File: src/rtl/wb_port_sched.sv
// wb_port_sched: register-file write-port scheduler.
// Takes one write-back command per handshake and drives RegDst, write-data
// source and RegWrite. Two-write ops (POP, CALL_SP) become back-to-back
// writes: the first writes the data register, the second writes $sp.
//
// state | meaning
// IDLE  | waiting for a command; reg_write low, muxes keep last selects
// WR1   | first (or only) write of the latched command
// WR2   | second write ($sp update) of POP / CALL_SP
module wb_port_sched #(
    parameter int CNT_W = 8
) (
    input  logic             clk,
    input  logic             reset,
    input  logic             cmd_valid,
    output logic             cmd_ready,
    input  logic [2:0]       cmd_op,
    input  logic [1:0]       cmd_src,
    input  logic             hold,
    output logic [2:0]       reg_dst,
    output logic [1:0]       wb_src,
    output logic             sp_inc,
    output logic             reg_write,
    output logic             done,
    output logic             illegal,
    output logic [CNT_W-1:0] wr_count
);

    typedef enum logic [1:0] {IDLE, WR1, WR2} state_t;

    localparam logic [2:0] OP_POP     = 3'd5;
    localparam logic [2:0] OP_CALL_SP = 3'd6;
    localparam logic [2:0] OP_RSVD    = 3'd7;

    state_t           state_q, state_d;
    logic [2:0]       op_q, op_d;
    logic [2:0]       dst_q, dst_d;
    logic [1:0]       src_q, src_d;
    logic             sp_q, sp_d;
    logic             ill_q, ill_d;
    logic [CNT_W-1:0] cnt_q;
    logic             accept;
    logic             dual_op;
    logic             wr_active;

    // State, latched op and the registered mux selects (Moore outputs).
    always_ff @(posedge clk) begin
        if (reset) begin
            state_q <= IDLE;
            op_q    <= '0;
            dst_q   <= '0;
            src_q   <= '0;
            sp_q    <= 1'b0;
            ill_q   <= 1'b0;
        end else begin
            state_q <= state_d;
            op_q    <= op_d;
            dst_q   <= dst_d;
            src_q   <= src_d;
            sp_q    <= sp_d;
            ill_q   <= ill_d;
        end
    end

    // Next-state logic and next values of the mux selects for the state entered.
    always_comb begin
        state_d = state_q;
        op_d    = op_q;
        dst_d   = dst_q;
        src_d   = src_q;
        sp_d    = sp_q;
        ill_d   = 1'b0;
        case (state_q)
            IDLE: begin
                if (accept) begin
                    if (cmd_op == OP_RSVD) begin
                        ill_d = 1'b1;
                    end else begin
                        state_d = WR1;
                        op_d    = cmd_op;
                        case (cmd_op)
                            OP_POP: begin
                                dst_d = 3'b000;
                                src_d = 2'b01;
                            end
                            OP_CALL_SP: begin
                                dst_d = 3'b010;
                                src_d = 2'b10;
                            end
                            default: begin
                                dst_d = cmd_op;
                                src_d = cmd_src;
                            end
                        endcase
                    end
                end
            end
            WR1: begin
                if (!hold) begin
                    if (dual_op) begin
                        state_d = WR2;
                        dst_d   = 3'b011;
                        src_d   = 2'b11;
                        sp_d    = (op_q == OP_POP);
                    end else begin
                        state_d = IDLE;
                    end
                end
            end
            WR2: begin
                if (!hold) begin
                    state_d = IDLE;
                    sp_d    = 1'b0;
                end
            end
            default: state_d = IDLE;
        endcase
    end

    // Completed-write counter; wraps naturally at 2^CNT_W.
    always_ff @(posedge clk) begin
        if (reset) begin
            cnt_q <= '0;
        end else if (reg_write) begin
            cnt_q <= cnt_q + 1'b1;
        end
    end

    assign dual_op   = (op_q == OP_POP) || (op_q == OP_CALL_SP);
    assign wr_active = (state_q == WR1) || (state_q == WR2);
    assign accept    = cmd_valid && cmd_ready;

    // Reset is synchronous, so the state still reads WR1/WR2 during the
    // reset cycle; gating here keeps an aborted command from writing.
    assign cmd_ready = (state_q == IDLE) && !reset;
    assign reg_write = wr_active && !hold && !reset;
    assign done      = !hold && !reset &&
                       (((state_q == WR1) && !dual_op) || (state_q == WR2));
    assign reg_dst   = reset ? 3'b000 : dst_q;
    assign wb_src    = reset ? 2'b00 : src_q;
    assign sp_inc    = sp_q && !reset;
    assign illegal   = ill_q && !reset;
    assign wr_count  = reset ? '0 : cnt_q;

endmodule

File: config.mk
export PLATFORM = sky130hd
export DESIGN_NAME = wb_port_sched
export DESIGN_NICKNAME = d
export VERILOG_FILES = /design/src/rtl/wb_port_sched.sv
export SDC_FILE = /design/constraint.sdc
export NUM_CORES = 1
export LEC_CHECK = 0
export BUFFER_PORTS_ARGS = -buffer_cell sky130_fd_sc_hd__buf_2
export CORE_MARGIN = 2
export CORE_UTILIZATION = 50
export DETAILED_ROUTE_END_ITERATION = 7
export PLACE_DENSITY = 0.75
export SLEW_MARGIN = 30
export SYNTH_ARGS = -nofsm -noshare
export SYNTH_HDL_FRONTEND = slang
export SYNTH_SLANG_ARGS = --single-unit
export TNS_END_PERCENT = 1
File: constraint.sdc
create_clock -name clk -period 2.92 [get_ports clk]
set_input_delay 0.292 -clock clk [delete_from_list [all_inputs] [get_ports clk]]
set_output_delay 0.292 -clock clk [all_outputs]
set_load 0.02 [all_outputs]
# == Word level (Yosys, flattened, before mapping) ==
# Cells that the tools add are included.
# classes
addsub,1
eq_ne,12
n_mux,26
bitwise_logic,3
n_reduce_logical,23
# ops
op,count
$mux 2,10
$eq 3x3->1 const B,5
$mux 3,5
$pmux 3 s2,2
$ne 2x2->1 const B,5
$logic_and 1x1->1,9
$add 8x1->8 const B,1
$mux 8,1
$pmux 2 s2,2
$reduce_and 4->1,2
$pmux 2 s3,1
$reduce_and 5->1,1
$mux 1,4
$reduce_bool 2->1,2
$logic_not 1->1,3
$logic_or 1x1->1,3
$not 1->1,3
$reduce_and 3->1,1
$reduce_or 3->1,1
$eq 2x1->1 const B,1
$eq 2x2->1 const B,1
$logic_not 2->1,1
$pmux 1 s2,1
# totals
register_bits,20
in_bits,9
output_inout_bits,18
wordCells,72

# == Logic depth before layout (Yosys ltp) ==
# Gate-level depths: netlist of run 1.
# depth
ltp_word,6
mapped_depth,7
mapped_depth_nobuf,6

# == Worst setup path before layout of run 1 ==
# Ideal clock, no wire load.
# synth_timing
path_kind,flip-flop to flip-flop
startpoint,register state_q[0]
endpoint,register cnt_q[1]
setup_time_ps,121
t_arrival_ps,1480
required_ps,2799
setup_slack_ps,1320
path_stages_with_launch,5
n_path_buf,0
synth_period_minus_slack_ps,1600
cell_sequence,dfxtp_1 -> inv_1 -> ha_1 -> nor3b_4 -> mux2_2
# synth_via
elab_chain_cells,4
word_cells_on_any_way,5
cone_classes,eq/ne: 2; reduce/logical: 3
# synth_rtl
item,line,source
from (decl),35,"state_t state_q, state_d;"
from (signal assigned),56,state_q <= state_d;
$eq 2x1->1 / $eq 2x2->1 (equally long branches),130,assign wr_active = (state_q == WR1) || (state_q == WR2);
$logic_or 1x1->1 *,130,
$logic_and 1x1->1 * (2 in series),136,assign reg_write = wr_active && !hold && !reset;
net reg_write,23,"output logic reg_write,"
to (signal assigned),125,cnt_q <= cnt_q + 1'b1;
to (decl),41,logic [CNT_W-1:0] cnt_q;
# The timed path passes the listed nets; every way through them passes the cells marked *.
# A chain may end at the register's enable or synchronous reset.

# == Final worst setup path of run 1 ==
# layout_timing
startpoint,register state_q[0]
endpoint,output port reg_write
# layout_via
elab_chain_cells,4
word_cells_on_any_way,5
cone_classes,eq/ne: 2; reduce/logical: 3
# layout_rtl
item,line
$eq 2x1->1 / $eq 2x2->1 (equally long branches),130
$logic_or 1x1->1 *,130
$logic_and 1x1->1 * (2 in series),136
to (decl),23
# Mark *: on every way between the ends. The rest lies on a longest branch, timed or not.

==> results of run 1 <==
[metal layers]
layer,vias up,GRT usage (%),part of all wire (%)
met4,0,4.05,0.56
met1,444,25.4,51
met3,2,4.39,3.2
met5,-,0,0
met2,17,27.3,45
li1,493,-,-
[tightest hold or removal path: cells and delay by family]
family | cells | cell delay [ps]
simple gates | 2 | 170
buf+inv | 1 | 140
[worst max path at each step]
stage / from / endpoint / slack (ps) / cells after the start
floorplan: state_q[0]$_SDFFE_PP0P_ / cnt_q[1]$_SDFFE_PP0P_ / 1320 / 4
global placement: reset / src_q[1]$_SDFFE_PP0P_ / 1160 / 5
detailed placement: state_q[1]$_SDFFE_PP0P_ / src_q[0]$_SDFFE_PP0P_ / 1140 / 6
CTS: state_q[0]$_SDFFE_PP0P_ / reg_write / 950 / 4
global route: state_q[0]$_SDFFE_PP0P_ / reg_write / 830 / 4
finish: state_q[0]$_SDFFE_PP0P_ / reg_write / 930 / 4
[cell type report]
class / count / share of cell area [%]
tap: 28 / 2.71
clock inverter: 1 / 2.32
inverter: 10 / 2.90
clock buffer: 3 / 1.74
timing repair buffer: 26 / 10.0
sequential: 20 / 30.9
multi-input combinational: 90 / 49.4
[per-stage QoR]
step,cells,utilization [%]
final,178,60.3
after detailed placement,174,57.8
after global placement,174,57.8
after global routing,178,60.3
after CTS,178,60.3
after floorplan,127,-
[registers in the layout, indices dropped and copies added, names as in the netlist]
signal / cells
op_q: 3
src_q: 2
cnt_q: 8
dst_q: 3
sp_q: 1
state_q: 2
ill_q: 1
[cell usage in the layout, fill, tap and decap left out, types with 2 or more instances in the layout]
cell type	instances
o221a_2	3
o41ai_1	2
a221oi_1	2
inv_1	9
xor2_1	7
nand3_1	3
a31o_2	2
ha_1	5
o21ai_0	4
and3_1	2
nor2b_1	12
nand2_1	6
mux2_2	3
nor2_1	14
buf_2	26
clkbuf_4	3
a21oi_1	7
nand4_1	4
dfxtp_1	20
[power breakdown]
| group | internal, uW | switching, uW | leakage, uW |
|---|---|---|---|
| clock network | 139 | 87.7 | 0.0000279 |
| logic | 70.0 | 109 | 0.000420 |
| registers | 296 | 12.8 | 0.000163 |
[kinds of logic (layout without fill, tap and decap cells)]
family / count (synthesis) / after routing / synth area share (%)
adders and majority gates: 5 / 5 / 5.64
buffers and inverters: 17 / 40 / 6.21
DFF: 20 / 20 / 36.1
xor gates and xnor gates: 8 / 8 / 6.32
AOI/OAI and AO/OA: 28 / 28 / 18.7
and+or+nand+nor: 46 / 46 / 23.9
muxes: 3 / 3 / 3.05
==> out/metrics.cfg, run 1 <==
[route]
finalWirelength_um = 2130
antenna_left = 0
drtIter0Drc = 11
wire_per_inst_um = 12.0
drcViolationCount = 0
vias_per_cell = 5.37
vias = 956
dr.pass1.iters = 4

[placed_design]
place.gp.congestion = 0.904
place_area_sq_um = 1240
hpwlAfterDp_um = 1590
dpl_worst_slack_ps = 1140
io_buffers = 26

[cts]
post_cts_buffers = 0
htree_num_levels = 1
cts_resized = 0
postCtsHoldBufs = 0
root_buffer = clkbuf_4
cts_tree = done
cts_sinks = 20
clk_path_buf_depth = 2
clk_pin_slew_ps = 110
cts_buffers = 3
clk_latency_ps = 300

[synth]
syn_area_sq_um = 1110
synthFlopType = dfxtp_1
async_reset_ff_share_pct = 0
ys_ff_latch = 20
yosys.area.top_type = dfxtp_1
synth_common_cells = dfxtp_1, nor2_1, nor2b_1
synthMostInstantiatedCell = dfxtp_1
synth_top_area_share_pct = 36.1
yosys_warnings = 0
synth_edf_count = 0
synth_cell_types = 35
netlist_top_cells_area = dfxtp_1, nor2b_1, ha_1, xor2_1, nor2_1
syn-instance-count = 127
synth_seq_area_share_pct = 36.1
syn-num-nets = 141
synth.avg_cell_area_sq_um = 8.73

[min_path]
hp-start = cmd_op[2]
min_delay_worst_endpoint = ill_q$_SDFF_PP0_
min_path_cells = 3
hp-class = primary input to flip-flop

[timing]
fin_crit_ps = 1990
tightest_slew_ps = 565
skew_ps = 6.64
period_share_pct = 68.1
finalSetupViolations = 0
slew-limit-headroom_pct = 62.4
hold_violations = 0
fmax_mhz = 503
layout_setup_ws_ps = 933
finalSetupTns_ps = 0
rsz0062_at_grt = no
hold-worst-slack_ps = 340
maxSlewViolCount = 0

[setup_path]
worst_path_largest_cell_delay_ps = 390
cp-start-kind = flip-flop
reg2reg_slack_ps = 1130
setup.worst_path.end_class = output port
critPathKind = flip-flop to output port
worstRegToRegCells = 6
r2r_start = state_q[1]$_SDFFE_PP0P_
crit_family = flip-flops
rr_endpoint = dst_q[0]$_SDFFE_PP0P_
worstPathCellList = inv_1 > ha_1 > nor3b_4 > buf_2
slowest_stage = dfxtp_1
crit_buf_inv = 2
worstPathMaxFanout = 9
crit_required_ps = 2630
cp.arrival_ps = 1700

[floorplanning]
initial_core_util_pct = 51.6
die_height_um = 51.1
rows = 17
fp.coreArea_sq_um = 2150
design.portCount = 27
die_x_um = 51.1
die-area_sq_um = 2610

[grt]
grt_max_degree = 33
grt.total_usage_pct = 17.9
grt_antenna_before_repair = 0
grt_pass1_vias = 811
grt.overflow.total = 0
grt_first_pass_wirelength_um = 3600

[final_layout]
syn_to_final_growth_pct = 16.8
n_antenna_cell = 0
seq_area_sq_um = 400
nFillCells = 200
fin_area_sq_um = 1290
layout-drive-gt1-share_pct = 28.0
multiInputGateArea_sq_um = 639
finalNetCount = 165

[pwr]
post-layout-total-power_uw = 715
ir_worst_vdd_mv = 0.399
power.density_nw_per_um2 = 552
p_leak_uw = 0.000611

[run]
cap_violations = 0

[run_status]
status = completed

Power figures use the tool's default switching activity.
==> run 2: changes to the inputs <==
==> constraint.sdc (replaced) <==
create_clock -name clk -period 2 [get_ports clk]
set_input_delay 0.2 -clock clk [delete_from_list [all_inputs] [get_ports clk]]
set_output_delay 0.2 -clock clk [all_outputs]
set_load 0.02 [all_outputs]
==> out/metrics.cfg, run 2 (synthesis results as in run 1) <==
[run_status]
status = completed

[timing]
tightest_slew_ps = 397  ; -168 ps
fin_crit_ps = 1890
period_share_pct = 94.5
hold-worst-slack_ps = 241  ; -98.8 ps
finalSetupViolations = 0  ; unchanged
rsz0062_at_grt = no
maxSlewViolCount = 0  ; unchanged
slew-limit-headroom_pct = 73.5  ; +11 points
hold_violations = 0  ; unchanged
fmax_mhz = 529
finalSetupTns_ps = 0  ; unchanged
skew_ps = 5.47  ; -1.17 ps

[pwr]
ir_worst_vdd_mv = 0.443  ; +11%
p_leak_uw = 0.000609  ; -0.35%
power.density_nw_per_um2 = 747  ; +35%

[cts]
cts_tree = done
cts_buffers = 3  ; unchanged
clk_path_buf_depth = 2  ; unchanged
cts_sinks = 20  ; unchanged
postCtsHoldBufs = 0  ; unchanged
htree_num_levels = 1  ; unchanged
clk_latency_ps = 310  ; about the same
post_cts_buffers = 0  ; unchanged
root_buffer = clkbuf_4
clk_pin_slew_ps = 110  ; about the same
cts_resized = 0  ; unchanged

[floorplanning]
die_x_um = 51.1  ; unchanged
die-area_sq_um = 2610  ; unchanged
rows = 17  ; unchanged
initial_core_util_pct = 51.6  ; unchanged
design.portCount = 27  ; unchanged
die_height_um = 51.1  ; unchanged
fp.coreArea_sq_um = 2150  ; unchanged

[route]
wire_per_inst_um = 12.5  ; +4.4%
dr.pass1.iters = 4  ; unchanged
drcViolationCount = 0  ; unchanged
finalWirelength_um = 2240  ; +5.0%
vias_per_cell = 5.51  ; +2.7%
drtIter0Drc = 31  ; +20
vias = 987  ; +3.2%
antenna_left = 0  ; unchanged

[grt]
grt.overflow.total = 0  ; unchanged
grt_antenna_before_repair = 0  ; unchanged
grt_max_degree = 18  ; -45%
grt_pass1_vias = 886  ; +9.2%
grt.total_usage_pct = 19.2  ; +1.3 points
grt_first_pass_wirelength_um = 3830  ; +6.3%

[setup_path]
critPathKind = flip-flop to output port
setup.worst_path.end_class = output port
cp.arrival_ps = 1690  ; about the same
worstPathMaxFanout = 9  ; unchanged
cp-start-kind = flip-flop
crit_required_ps = 1800  ; -830 ps

[final_layout]
top_regs = cnt_q x8, dst_q x3, op_q x3
syn_to_final_growth_pct = 16.0
n_antenna_cell = 0  ; unchanged
final_cell_mix = buf_2, dfxtp_1, nor2_1
fin_area_sq_um = 1290  ; -0.68%
final_common_cell = buf_2
finalNetCount = 166  ; +0.61%
largest_register_ffs = 8  ; unchanged
layout-drive-gt1-share_pct = 28.5  ; +0.48 points
regMostFlops = cnt_q
fin_util_pct = 59.9  ; -0.41 points

[min_path]
hp-class = primary input to flip-flop

[placed_design]
place_area_sq_um = 1250  ; +0.60%
place.gp.congestion = 0.831  ; -8.0%
io_buffers = 26  ; unchanged
hpwlAfterDp_um = 1620  ; +2.0%

[run]
cap_violations = 0  ; unchanged

## run 2: changes by cell type in the layout (fill, tap and decap cells not counted)
cell       delta
buf_4         +1
clkbuf_8      +1
bufinv_16     -1
## run 2: path summary, 6_finish.rpt
path	startpoint	cells past startpoint	end	slack, ps
max reg2reg	state_q[1]$_SDFFE_PP0P_	6	src_q[0]$_SDFFE_PP0P_	190
min reg2reg	dst_q[1]$_SDFFE_PP0P_	2	dst_q[1]$_SDFFE_PP0P_	470
min	cmd_op[2]	3	ill_q$_SDFF_PP0_	240
max	state_q[0]$_SDFFE_PP0P_	4	reg_write	110
## run 2: metal layers
metal | GRT usage, % | wire length, um
met2 | 31.4 | 1010
met5 | 0 | 0
met1 | 25.0 | 1070
met3 | 1.75 | 113
met4 | 9.91 | 46
## run 2: through the flow
stage                     setup slack (ps)  instances  total power, uW
after global placement                 316        175              717
final                                  110        179              961
after CTS                              118        179              962
after detailed placement               232        175              725
after global routing                  17.2        179             1010
after floorplan                        400        127              660
## run 2: layout make-up
class                   count  area, sq um
fillers                   198          862
clock buffers               4         36.3
well taps                  28         35.0
inverters                  10         37.5
repair buffers             27          138
multi-input cells          90          639
flip-flops and latches     20          400
## run 2: power by group
part           switching [uW]  total, uW  leakage, uW  internal [uW]
clock                     129        240    0.0000210            111
combinational             165        269     0.000425            104
sequential               18.6        451     0.000163            433
total                     312        961     0.000609            648
## run 2: critical path: stages (launching register included)
cell and delay, ps:
dfxtp_1 380, inv_1 100, ha_1 290, nor3b_4 380, buf_2 240
